[src/rtl/uart_pkg.sv]
// Shared UART definitions: FSM state encoding, legal parameter ranges and parity helper.
// Used by the TX path and the matching RX path.
package uart_pkg;

  typedef enum logic [2:0] {
    ST_IDLE   = 3'd0,
    ST_START  = 3'd1,
    ST_DATA   = 3'd2,
    ST_PARITY = 3'd3,
    ST_STOP   = 3'd4
  } uart_state_e;

  localparam int MIN_DIV       = 2;
  localparam int DATA_BITS_MIN = 5;
  localparam int DATA_BITS_MAX = 9;

  // Narrow words are zero-extended, which leaves the XOR reduction unchanged.
  function automatic logic calc_parity(input logic [DATA_BITS_MAX-1:0] data, input logic odd);
    return (^data) ^ odd;
  endfunction

endpackage

[src/rtl/uart_sync_fifo.sv]
// Register-array synchronous FIFO with push/pop/full/empty/level.
// Push is refused when full even if a pop happens in the same cycle.
module uart_sync_fifo #(
  parameter int WIDTH = 8,
  parameter int DEPTH = 4
) (
  input  logic                     clk,
  input  logic                     rst_n,
  input  logic                     push,
  input  logic [WIDTH-1:0]         wr_data,
  input  logic                     pop,
  output logic [WIDTH-1:0]         rd_data,
  output logic                     full,
  output logic                     empty,
  output logic [$clog2(DEPTH):0]   level
);

  localparam int AW = $clog2(DEPTH);

  logic [WIDTH-1:0] mem_r [DEPTH];
  logic [AW-1:0]    wr_ptr_r;
  logic [AW-1:0]    rd_ptr_r;
  logic [AW:0]      level_r;
  logic             push_ok_s;
  logic             pop_ok_s;

  assign full      = (level_r == (AW+1)'(DEPTH));
  assign empty     = (level_r == (AW+1)'(0));
  assign level     = level_r;
  assign rd_data   = mem_r[rd_ptr_r];
  assign push_ok_s = push && !full;
  assign pop_ok_s  = pop && !empty;

  // Storage, pointers and occupancy count
  always_ff @(posedge clk or negedge rst_n) begin
    if (!rst_n) begin
      for (int i = 0; i < DEPTH; i++) mem_r[i] <= '0;
      wr_ptr_r <= '0;
      rd_ptr_r <= '0;
      level_r  <= '0;
    end else begin
      if (push_ok_s) begin
        mem_r[wr_ptr_r] <= wr_data;
        wr_ptr_r        <= wr_ptr_r + AW'(1);
      end
      if (pop_ok_s) rd_ptr_r <= rd_ptr_r + AW'(1);
      case ({push_ok_s, pop_ok_s})
        2'b10:   level_r <= level_r + (AW+1)'(1);
        2'b01:   level_r <= level_r - (AW+1)'(1);
        default: level_r <= level_r;
      endcase
    end
  end

endmodule

[src/rtl/uart_tx_fifo.sv]
// Parametrised UART transmitter with input FIFO and runtime baud divisor.
// Optional parity bit when UART_TX_PARITY_EN is defined (adds the parity_odd port).
module uart_tx_fifo
  import uart_pkg::*;
#(
  parameter int DATA_BITS  = 8,
  parameter int STOP_BITS  = 1,
  parameter int DIV_W      = 16,
  parameter int FIFO_DEPTH = 4
) (
  input  logic                          clk,
  input  logic                          rst_n,
  input  logic [DIV_W-1:0]              baud_div,
  input  logic                          in_valid,
  output logic                          in_ready,
  input  logic [DATA_BITS-1:0]          in_data,
`ifdef UART_TX_PARITY_EN
  input  logic                          parity_odd,
`endif
  output logic                          tx,
  output logic                          busy,
  output logic [$clog2(FIFO_DEPTH):0]   fifo_level
);

  logic [DATA_BITS-1:0] rd_data_s;
  logic                 full_s;
  logic                 empty_s;
  logic                 pop_s;
  logic                 bit_end_s;
  logic                 frame_end_s;
  logic [DIV_W-1:0]     div_last_s;

  uart_state_e          state_r;
  logic [DIV_W-1:0]     div_last_r;
  logic [DIV_W-1:0]     baud_cnt_r;
  logic [DATA_BITS-1:0] shift_r;
  logic [3:0]           bit_cnt_r;
  logic [1:0]           stop_cnt_r;
  logic                 tx_r;
`ifdef UART_TX_PARITY_EN
  logic                 par_r;
`endif

  uart_sync_fifo #(
    .WIDTH (DATA_BITS),
    .DEPTH (FIFO_DEPTH)
  ) u_fifo (
    .clk     (clk),
    .rst_n   (rst_n),
    .push    (in_valid),
    .wr_data (in_data),
    .pop     (pop_s),
    .rd_data (rd_data_s),
    .full    (full_s),
    .empty   (empty_s),
    .level   (fifo_level)
  );

  // Terminal count of the baud counter, clamped so a bit is never shorter than MIN_DIV clocks
  always_comb begin
    if (baud_div < DIV_W'(MIN_DIV)) begin
      div_last_s = DIV_W'(MIN_DIV - 1);
    end else begin
      div_last_s = baud_div - DIV_W'(1);
    end
  end

  assign bit_end_s   = (baud_cnt_r == div_last_r);
  assign frame_end_s = (state_r == ST_STOP) && bit_end_s && (stop_cnt_r == 2'(STOP_BITS - 1));
  assign pop_s       = ((state_r == ST_IDLE) || frame_end_s) && !empty_s;
  assign in_ready    = !full_s;
  assign tx          = tx_r;
  assign busy        = (state_r != ST_IDLE) || !empty_s;

  // Frame FSM: a pop starts a frame and latches word, divisor and parity sense
  always_ff @(posedge clk or negedge rst_n) begin
    if (!rst_n) begin
      state_r    <= ST_IDLE;
      div_last_r <= '0;
      baud_cnt_r <= '0;
      shift_r    <= '0;
      bit_cnt_r  <= 4'd0;
      stop_cnt_r <= 2'd0;
      tx_r       <= 1'b1;
`ifdef UART_TX_PARITY_EN
      par_r      <= 1'b0;
`endif
    end else if (pop_s) begin
      state_r    <= ST_START;
      div_last_r <= div_last_s;
      baud_cnt_r <= '0;
      shift_r    <= rd_data_s;
      bit_cnt_r  <= 4'd0;
      stop_cnt_r <= 2'd0;
      tx_r       <= 1'b0;
`ifdef UART_TX_PARITY_EN
      par_r      <= calc_parity(DATA_BITS_MAX'(rd_data_s), parity_odd);
`endif
    end else begin
      case (state_r)
        ST_IDLE: begin
          tx_r <= 1'b1;
        end
        ST_START: begin
          if (bit_end_s) begin
            state_r    <= ST_DATA;
            baud_cnt_r <= '0;
            tx_r       <= shift_r[0];
            shift_r    <= {1'b0, shift_r[DATA_BITS-1:1]};
          end else begin
            baud_cnt_r <= baud_cnt_r + DIV_W'(1);
          end
        end
        ST_DATA: begin
          if (!bit_end_s) begin
            baud_cnt_r <= baud_cnt_r + DIV_W'(1);
          end else if (bit_cnt_r == 4'(DATA_BITS - 1)) begin
            baud_cnt_r <= '0;
`ifdef UART_TX_PARITY_EN
            state_r    <= ST_PARITY;
            tx_r       <= par_r;
`else
            state_r    <= ST_STOP;
            tx_r       <= 1'b1;
`endif
          end else begin
            baud_cnt_r <= '0;
            bit_cnt_r  <= bit_cnt_r + 4'd1;
            tx_r       <= shift_r[0];
            shift_r    <= {1'b0, shift_r[DATA_BITS-1:1]};
          end
        end
        ST_PARITY: begin
          if (bit_end_s) begin
            state_r    <= ST_STOP;
            baud_cnt_r <= '0;
            tx_r       <= 1'b1;
          end else begin
            baud_cnt_r <= baud_cnt_r + DIV_W'(1);
          end
        end
        ST_STOP: begin
          if (!bit_end_s) begin
            baud_cnt_r <= baud_cnt_r + DIV_W'(1);
          end else if (frame_end_s) begin
            state_r    <= ST_IDLE;
            baud_cnt_r <= '0;
            tx_r       <= 1'b1;
          end else begin
            baud_cnt_r <= '0;
            stop_cnt_r <= stop_cnt_r + 2'd1;
          end
        end
        default: begin
          state_r <= ST_IDLE;
          tx_r    <= 1'b1;
        end
      endcase
    end
  end

endmodule

[config.mk]
export PLATFORM = sky130hd
export DESIGN_NAME = uart_tx_fifo
export DESIGN_NICKNAME = d
export VERILOG_FILES = /design/src/rtl/uart_pkg.sv /design/src/rtl/uart_sync_fifo.sv /design/src/rtl/uart_tx_fifo.sv
export SDC_FILE = /design/constraint.sdc
export NUM_CORES = 1
export LEC_CHECK = 0
export ABC_AREA = 1
export CAP_MARGIN = 20
export CORE_MARGIN = 2
export CORE_UTILIZATION = 60
export CTS_BUF_LIST = sky130_fd_sc_hd__clkbuf_2
export DETAILED_ROUTE_END_ITERATION = 10
export GPL_TIMING_DRIVEN = 0
export HOLD_SLACK_MARGIN = 0.06
export PLACE_DENSITY = 0.87
export SETUP_SLACK_MARGIN = 0.2
export SLEW_MARGIN = 40
export SYNTH_ARGS = -nofsm -noshare
export SYNTH_HDL_FRONTEND = slang
export SYNTH_SLANG_ARGS = --single-unit
[constraint.sdc]
create_clock -name clk -period 3 [get_ports clk]
set_clock_uncertainty 0.05 [all_clocks]
set_input_delay 0.6 -clock clk [delete_from_list [all_inputs] [get_ports clk]]
set_output_delay 0.6 -clock clk [all_outputs]
set_load 0.005 [all_outputs]
==> metrics, run 1 <==
largest area contributor in the synthesized netlist sky130_fd_sc_hd__dfrtp_1; antenna violations before repair 0; port bufs 32; clock tree from TritonCTS done; worst relative slew slack 0.622; unrepaired setup endpoints after global routing true; most used flip-flop cell after synthesis sky130_fd_sc_hd__dfrtp_1; number of design-rule violations left by the first detailed-router iteration roughly 440; fraction of layout cells with a size suffix above 1 0.0922; longest individual stage delay on the worst path around 0.57 ns; ordered cell list for the critical path inv_2 -> nand2_1 -> nand2_1 -> nor2_1 -> nand2_1 -> nor2_4 -> nand4_4 -> a21oi_4 -> buf_4 -> ha_1 -> fa_1 -> mux2_2; Final min period between 2 and 3 ns; Combinational Power Share 0.492; via count of the routed design about 4500; arrival time of data at the critical path endpoint approximately 3.2 ns; ratio of final minimum period to clock period 0.914; area growth from synthesis to final layout 14.5%; total power consumption of the routed design 5.21 mW; total instance count after detailed placement between 700 and 800; worst path setup slack after routing about 0.26 ns; clock latency of the later-clocked register in the worst-skew pair ~0.58 ns; number of nets in the finished design between 700 and 800; number of synthesized register bits between 80 and 90; Clk pwr share 0.133; Register-to-Register Setup Slack about 0.26 ns; maximum count of clock buffers along a single path 2; RePlAce Congestion 0.906; Initial Util 0.608; wire length of the first global-routing pass between 15000 and 20000 um; IR Drop Worst-Case VDD 617 uV; final cell count without fillers around 800; kind of end point of the critical path flop; maximum level of the CTS H-tree 3; clock input transition at the sequential cells of the worst setup and hold paths ~0.27 ns; critical setup path kind reg2reg; post-synth top area share 0.447; type of the worst min-delay path in2async; number of enable flip-flop cells after synthesis 0; leading post-synthesis cells by cell area sky130_fd_sc_hd__dfrtp_1 45%, sky130_fd_sc_hd__nand2_1 13%, sky130_fd_sc_hd__o21ai_0 7.7%; maximum clock frequency approximately 360 MHz; fraction of power consumed by sequential logic 0.375; pin count of the biggest net entering global routing 56; share of synthesized flip-flops with an asynchronous set or reset 1.00; die footprint between 8000 and 9000 sq um; Syn Area/Cell ~7.7 sq um; Post-Synthesis Net Count 675; number of clock sinks seen by CTS 89; highest-delay cell along the critical path sky130_fd_sc_hd__dfrtp_1; Post-DRT Antenna Nets 0; total power density per cell area ~920 nW/um^2; total CTS buffers 9; Pint around 2.8 mW; Setup TNS Final 0 ns; DRC Markers 0; cell area after placement about 5400 sq um; via count of the first global-routing pass ~4200; data required time of the worst path between 3 and 4 ns; synthesized netlist cell count roughly 640; worst hold margin 0.443 ns; count of standard-cell rows 33; Net Sw Frac 0.458; Die Span Y ~95 um; placed wire-length estimate between 8000 and 9000 um; number of antenna diodes 0; Max Cap Violations 0; core area ~8100 sq um; floorplan die width 94.6 um; Avg WL per Cell 14.5 um; final hold viol count 0; peak fanout along the critical path 10; root buffer cell sky130_fd_sc_hd__clkbuf_2; number of distinct standard cells referenced by the synthesized netlist 43; final design utilization 0.696; Pleak between 2 and 3 nW; Yosys Warn Count 0; most frequent cell on the critical path sky130_fd_sc_hd__nand2_1; result of the run complete, no violations; final setup violation count 0; slew of the pin with the lowest slew margin 0.562 ns; sequential fraction of the synthesis area 0.453; cell area after synthesis 4920 sq um; total global routing track utilization 0.276; worst setup slack after placement between 0.1 and 0.15 ns; sw power approximately 2.4 mW; overflow left after global routing 0; final design instance area without fill 5640 sq um; kind of launch point of the worst setup path flop; detailed-routing iteration count for the pre-antenna-repair pass 5; sum of routed wire length over all layers 11600 um; Max Transition Viols Final 0; vias per cell about 5.6; total I/O pin count 33
==> layout make-up <==
type | count | area (sq um)
flip-flops and latches | 89 | 2230
clock buffers | 9 | 45.0
repair buffers | 40 | 397
inverters | 76 | 288
fillers | 651 | 2460
multi-input cells | 457 | 2350
plain buffers | 16 | 92.6
well taps | 105 | 131
clock inverters | 7 | 95.1
==> worst paths after layout <==
check                      depth (start not counted)          endpoint           from
max                                               12   u_fifo.level[1]  baud_cnt_r[5]
min                                                2     baud_cnt_r[2]          rst_n
max reg2reg                                       12   u_fifo.level[1]  baud_cnt_r[5]
min reg2reg                                        2        shift_r[7]     shift_r[7]
max in group asynchronous                          3  u_fifo.mem_r[12]          rst_n
min in group clk                                   2        shift_r[7]     shift_r[7]
==> cells by family after synthesis <==
| logic type | synth area share |
|---|---|
| buffers and inverters | 0.0762 |
| xor gates and xnor gates | 0.0374 |
| and+or+nand+nor | 0.279 |
| muxes | 0.00229 |
| adders and majority gates | 0.0269 |
| AOI/OAI and AO/OA | 0.126 |
| DFF | 0.453 |
==> placed cells by master, fill, tap and decap left out, types with 12 or more instances in the layout <==
master / instances
sky130_fd_sc_hd__nand4_1: 13
sky130_fd_sc_hd__inv_1: 66
sky130_fd_sc_hd__xor2_1: 19
sky130_fd_sc_hd__nand3_1: 32
sky130_fd_sc_hd__o21ai_0: 76
sky130_fd_sc_hd__nor2_1: 72
sky130_fd_sc_hd__dfrtp_1: 84
sky130_fd_sc_hd__nand2_1: 166
sky130_fd_sc_hd__clkdlybuf4s50_1: 31
sky130_fd_sc_hd__a21oi_1: 12
==> flip-flops by register name, summed over array words and instances, names as in the netlist <==
register	count
stop_cnt_r	2
u_fifo.mem_r	32
tx	1
u_fifo.wr_ptr_r	2
u_fifo.level	3
bit_cnt_r	4
div_last_r	16
u_fifo.rd_ptr_r	2
state_r	3
shift_r	8
baud_cnt_r	16
==> power groups by stage <==
stage               clock network, mW  registers, mW  logic (mW)
floorplan                           0           1.89        1.77
global placement                    0           1.95        2.30
detailed placement                  0           1.97        2.42
CTS                             0.699           1.94        2.49
global route                    0.750           2.01        2.88
finish                          0.692           1.96        2.56
==> repair_timing <==
item	in CTS	in global routing
pin swaps	1	2
endpoints found under the setup margin	2	2
gates cloned	0	0
gates resized for setup	6	7
hold buffers	1	0
buffers inserted	3	3
endpoints found under the hold margin	53	0
==> critical path, delay by kind of cell (launching register included) <==
kind,cells,cell delay (ns)
adders and majority gates,2,0.65
buffers and inverters,2,0.31
DFF,1,0.57
AOI/OAI and AO/OA,1,0.21
and+or+nand+nor,6,0.61
muxes,1,0.27
==> synth_stat cells, types with 2 or more instances <==
master	n
sky130_fd_sc_hd__o31ai_1	4
sky130_fd_sc_hd__nand3_4	3
sky130_fd_sc_hd__buf_2	3
sky130_fd_sc_hd__xor2_1	19
sky130_fd_sc_hd__clkbuf_1	8
sky130_fd_sc_hd__nand2_1	167
sky130_fd_sc_hd__o21ai_0	76
sky130_fd_sc_hd__nand3_1	32
sky130_fd_sc_hd__a21oi_1	12
sky130_fd_sc_hd__buf_6	3
sky130_fd_sc_hd__o21ai_1	7
sky130_fd_sc_hd__inv_2	9
sky130_fd_sc_hd__nand3b_1	2
sky130_fd_sc_hd__dfrtp_1	88
sky130_fd_sc_hd__ha_1	9
sky130_fd_sc_hd__nand2_2	2
sky130_fd_sc_hd__nor2_1	73
sky130_fd_sc_hd__o22ai_1	8
sky130_fd_sc_hd__nor3_1	7
sky130_fd_sc_hd__nor4_1	4
sky130_fd_sc_hd__inv_1	66
sky130_fd_sc_hd__nand4_1	13
sky130_fd_sc_hd__or2_2	2
sky130_fd_sc_hd__xnor2_1	2
==> routing by layer <==
metal / part of all wire / routed length [um] / GRT usage
met4: 0.015 / 172 / 0.0797
met1: 0.45 / 5240 / 0.387
met5: 0 / 0 / 0
met2: 0.47 / 5460 / 0.442
met3: 0.062 / 718 / 0.0519
No activity file was read; power rests on OpenSTA's default activity.
==> run 2: changes to the inputs <==
--- a/config.mk
+++ b/config.mk
@@ -10,6 +10,7 @@
 export CORE_MARGIN = 2
 export CORE_UTILIZATION = 60
 export CTS_BUF_LIST = sky130_fd_sc_hd__clkbuf_2
+export CTS_CLUSTER_SIZE = 16
 export DETAILED_ROUTE_END_ITERATION = 10
 export GPL_TIMING_DRIVEN = 0
 export HOLD_SLACK_MARGIN = 0.06
==> results of run 2 <==
The final DEF is identical to that of run 1; final timing and power are the same.
==> run 3: changes to the inputs <==
--- a/config.mk
+++ b/config.mk
@@ -7,7 +7,7 @@
 export LEC_CHECK = 0
 export ABC_AREA = 1
 export CAP_MARGIN = 20
-export CORE_MARGIN = 2
+export CORE_MARGIN = 4
 export CORE_UTILIZATION = 60
 export CTS_BUF_LIST = sky130_fd_sc_hd__clkbuf_2
 export CTS_CLUSTER_SIZE = 16
==> run 3 against run 2 <==
Effect of this change: critical path depth shrank 1; sequential power is essentially flat; power shrank 0.77%.
==> metrics, run 3 (same netlist as run 1, synthesis figures left out) <==
Reg area between 2000 and 2500 sq um; most frequent cell on the critical path sky130_fd_sc_hd__nand2_1; vias per cell 5.61; overflow left after global routing 0; final setup violation count 0; total CTS buffers 9; met2 track demand over resource in global routing 0.384; met3 usage 0.0488; kind of end point of the critical path flop; die footprint 9720 sq um; number of antenna diodes 0; final hold viol count 0; total instance count after detailed placement around 770; Post-DRT Antenna Nets 0; pin count of the biggest net entering global routing 55; Initial Util 0.627; number of design-rule violations left by the first detailed-router iteration ~420; clock tree from TritonCTS done; ratio of final minimum period to clock period 0.890; count of standard-cell rows 32; final cell count without fillers ~800; worst hold margin between 0.3 and 0.4 ns; highest-delay cell along the critical path sky130_fd_sc_hd__dfrtp_2; area of the multi-input gates between 2000 and 2500 sq um; floorplan die width between 90 and 100 um; type of the worst min-delay path in2async; slew of the pin with the lowest slew margin between 0.5 and 0.6 ns; antenna violations before repair 0; peak fanout along the critical path 10; maximum level of the CTS H-tree 3; total power consumption of the routed design a little over 5 mW; Final min period 2.67 ns; leading cell type in the layout, fill and taps excluded sky130_fd_sc_hd__nand2_1; Avg WL per Cell 14.6 um; unrepaired setup endpoints after global routing false; most utilized layer in the global route result met2; data required time of the worst path ~3.4 ns; arrival time of data at the critical path endpoint between 3 and 4 ns; WP buf/inv 2; root buffer cell sky130_fd_sc_hd__clkbuf_2; leading cell types in the layout, fill and taps excluded 166 x sky130_fd_sc_hd__nand2_1, 79 x sky130_fd_sc_hd__dfrtp_1, 76 x sky130_fd_sc_hd__o21ai_0; Max Cap Violations 0; Largest delay share family, worst path adder cells; Die Span Y ~99 um; fillers roughly 620; port bufs 32; total I/O pin count 33; via count of the first global-routing pass about 4200; area growth from synthesis to final layout 15.2%; total global routing track utilization 0.244; met1 Usage GRT 0.351; core area 7850 sq um; Setup TNS Final 0 ns; largest register by flop count u_fifo.mem_r; DRC Markers 0; maximum clock frequency approximately 370 MHz; Regs by FF count u_fifo.mem_r x32, baud_cnt_r x16, div_last_r x16; IR Drop Worst-Case VDD 671 uV; number of nets in the finished design 733; sum of routed wire length over all layers roughly 12000 um; result of the run complete, no violations; worst relative slew slack 0.618; wire length of the first global-routing pass ~19000 um; longest individual stage delay on the worst path 0.48 ns; ordered cell list for the critical path inv_1 -> nand2_1 -> a21oi_1 -> nand2_1 -> nor2_4 -> nand4_4 -> a21oi_4 -> buf_4 -> ha_1 -> fa_1 -> mux2_2; placed wire-length estimate about 8400 um; critical setup path kind reg2reg; clock input transition at the sequential cells of the worst setup and hold paths about 0.28 ns; Max Transition Viols Final 0; Pleak between 2 and 3 nW; max FFs per register 32; total power density per cell area around 910 nW/um^2; kind of launch point of the worst setup path flop; via count of the routed design 4503; number of clock sinks seen by CTS between 80 and 90; detailed-routing iteration count for the pre-antenna-repair pass 7; maximum count of clock buffers along a single path 2; fraction of layout cells with a size suffix above 1 0.108; RePlAce Congestion 0.919; clock latency of the later-clocked register in the worst-skew pair around 0.58 ns
==> run 3: cell type report <==
| cell class | count | area share |
|---|---|---|
| Timing Repair Buffer | 47 | 0.0805 |
| Sequential cell | 89 | 0.395 |
| Buffer | 16 | 0.0163 |
| Clock buffer | 9 | 0.00794 |
| Tap cell | 102 | 0.0225 |
| Multi-Input combinational cell | 457 | 0.415 |
| Clock inverter | 7 | 0.0119 |
| Inverter | 76 | 0.0508 |
==> run 3: report_power, final <==
group          internal (mW)  switching [mW]  total [mW]
clock                  0.136           0.478       0.614
combinational          0.971            1.64        2.61
sequential              1.66           0.287        1.95
total                   2.77            2.40        5.17
==> run 3: what timing repair did <==
| item | CTS | global route |
|---|---|---|
| pin swaps | 0 | 2 |
| endpoints found under the setup margin | 2 | 2 |
| buffers inserted | 0 | 13 |
| resized for setup | 7 | 11 |
| hold endpoints to repair | 35 | 0 |
| hold buffers | 1 | 0 |
==> run 3: final timing paths <==
path,slack [ns],cells after the start,end,from
worst max-delay path,0.33,11,u_fifo.level[1],baud_cnt_r[7]
worst max register to register,0.33,11,u_fifo.level[1],baud_cnt_r[7]
worst min register to register,0.46,2,shift_r[7],shift_r[7]
min in group clk,0.46,2,shift_r[7],shift_r[7]
max in group asynchronous,1.91,3,tx,rst_n
worst min-delay path,0.39,2,baud_cnt_r[14],rst_n
==> run 3: metal layers <==
metal / share of wire / wire length [um]
met3: 0.070 / 821
met1: 0.45 / 5330
met5: 0 / 0
met4: 0.014 / 164
met2: 0.46 / 5440
==> run 3: worst reg2reg max path, stage by stage (launching register included) <==
cell and delay, ns:
sky130_fd_sc_hd__dfrtp_2 0.48, sky130_fd_sc_hd__inv_1 0.11, sky130_fd_sc_hd__nand2_1 0.06, sky130_fd_sc_hd__a21oi_1 0.14, sky130_fd_sc_hd__nand2_1 0.11, sky130_fd_sc_hd__nor2_4 0.15
sky130_fd_sc_hd__nand4_4 0.14, sky130_fd_sc_hd__a21oi_4 0.21, sky130_fd_sc_hd__buf_4 0.22, sky130_fd_sc_hd__ha_1 0.22, sky130_fd_sc_hd__fa_1 0.42, sky130_fd_sc_hd__mux2_2 0.26
==> run 3: per-stage QoR <==
step	setup WS (ns)	utilization	cell area (sq um)
final	0.329	0.723	5670
after global routing	0.189	0.723	5670
after CTS	0.142	0.707	5550
after detailed placement	0.0979	0.688	5400
after global placement	-1.79	0.684	5370
after floorplan	0.564	-	4920
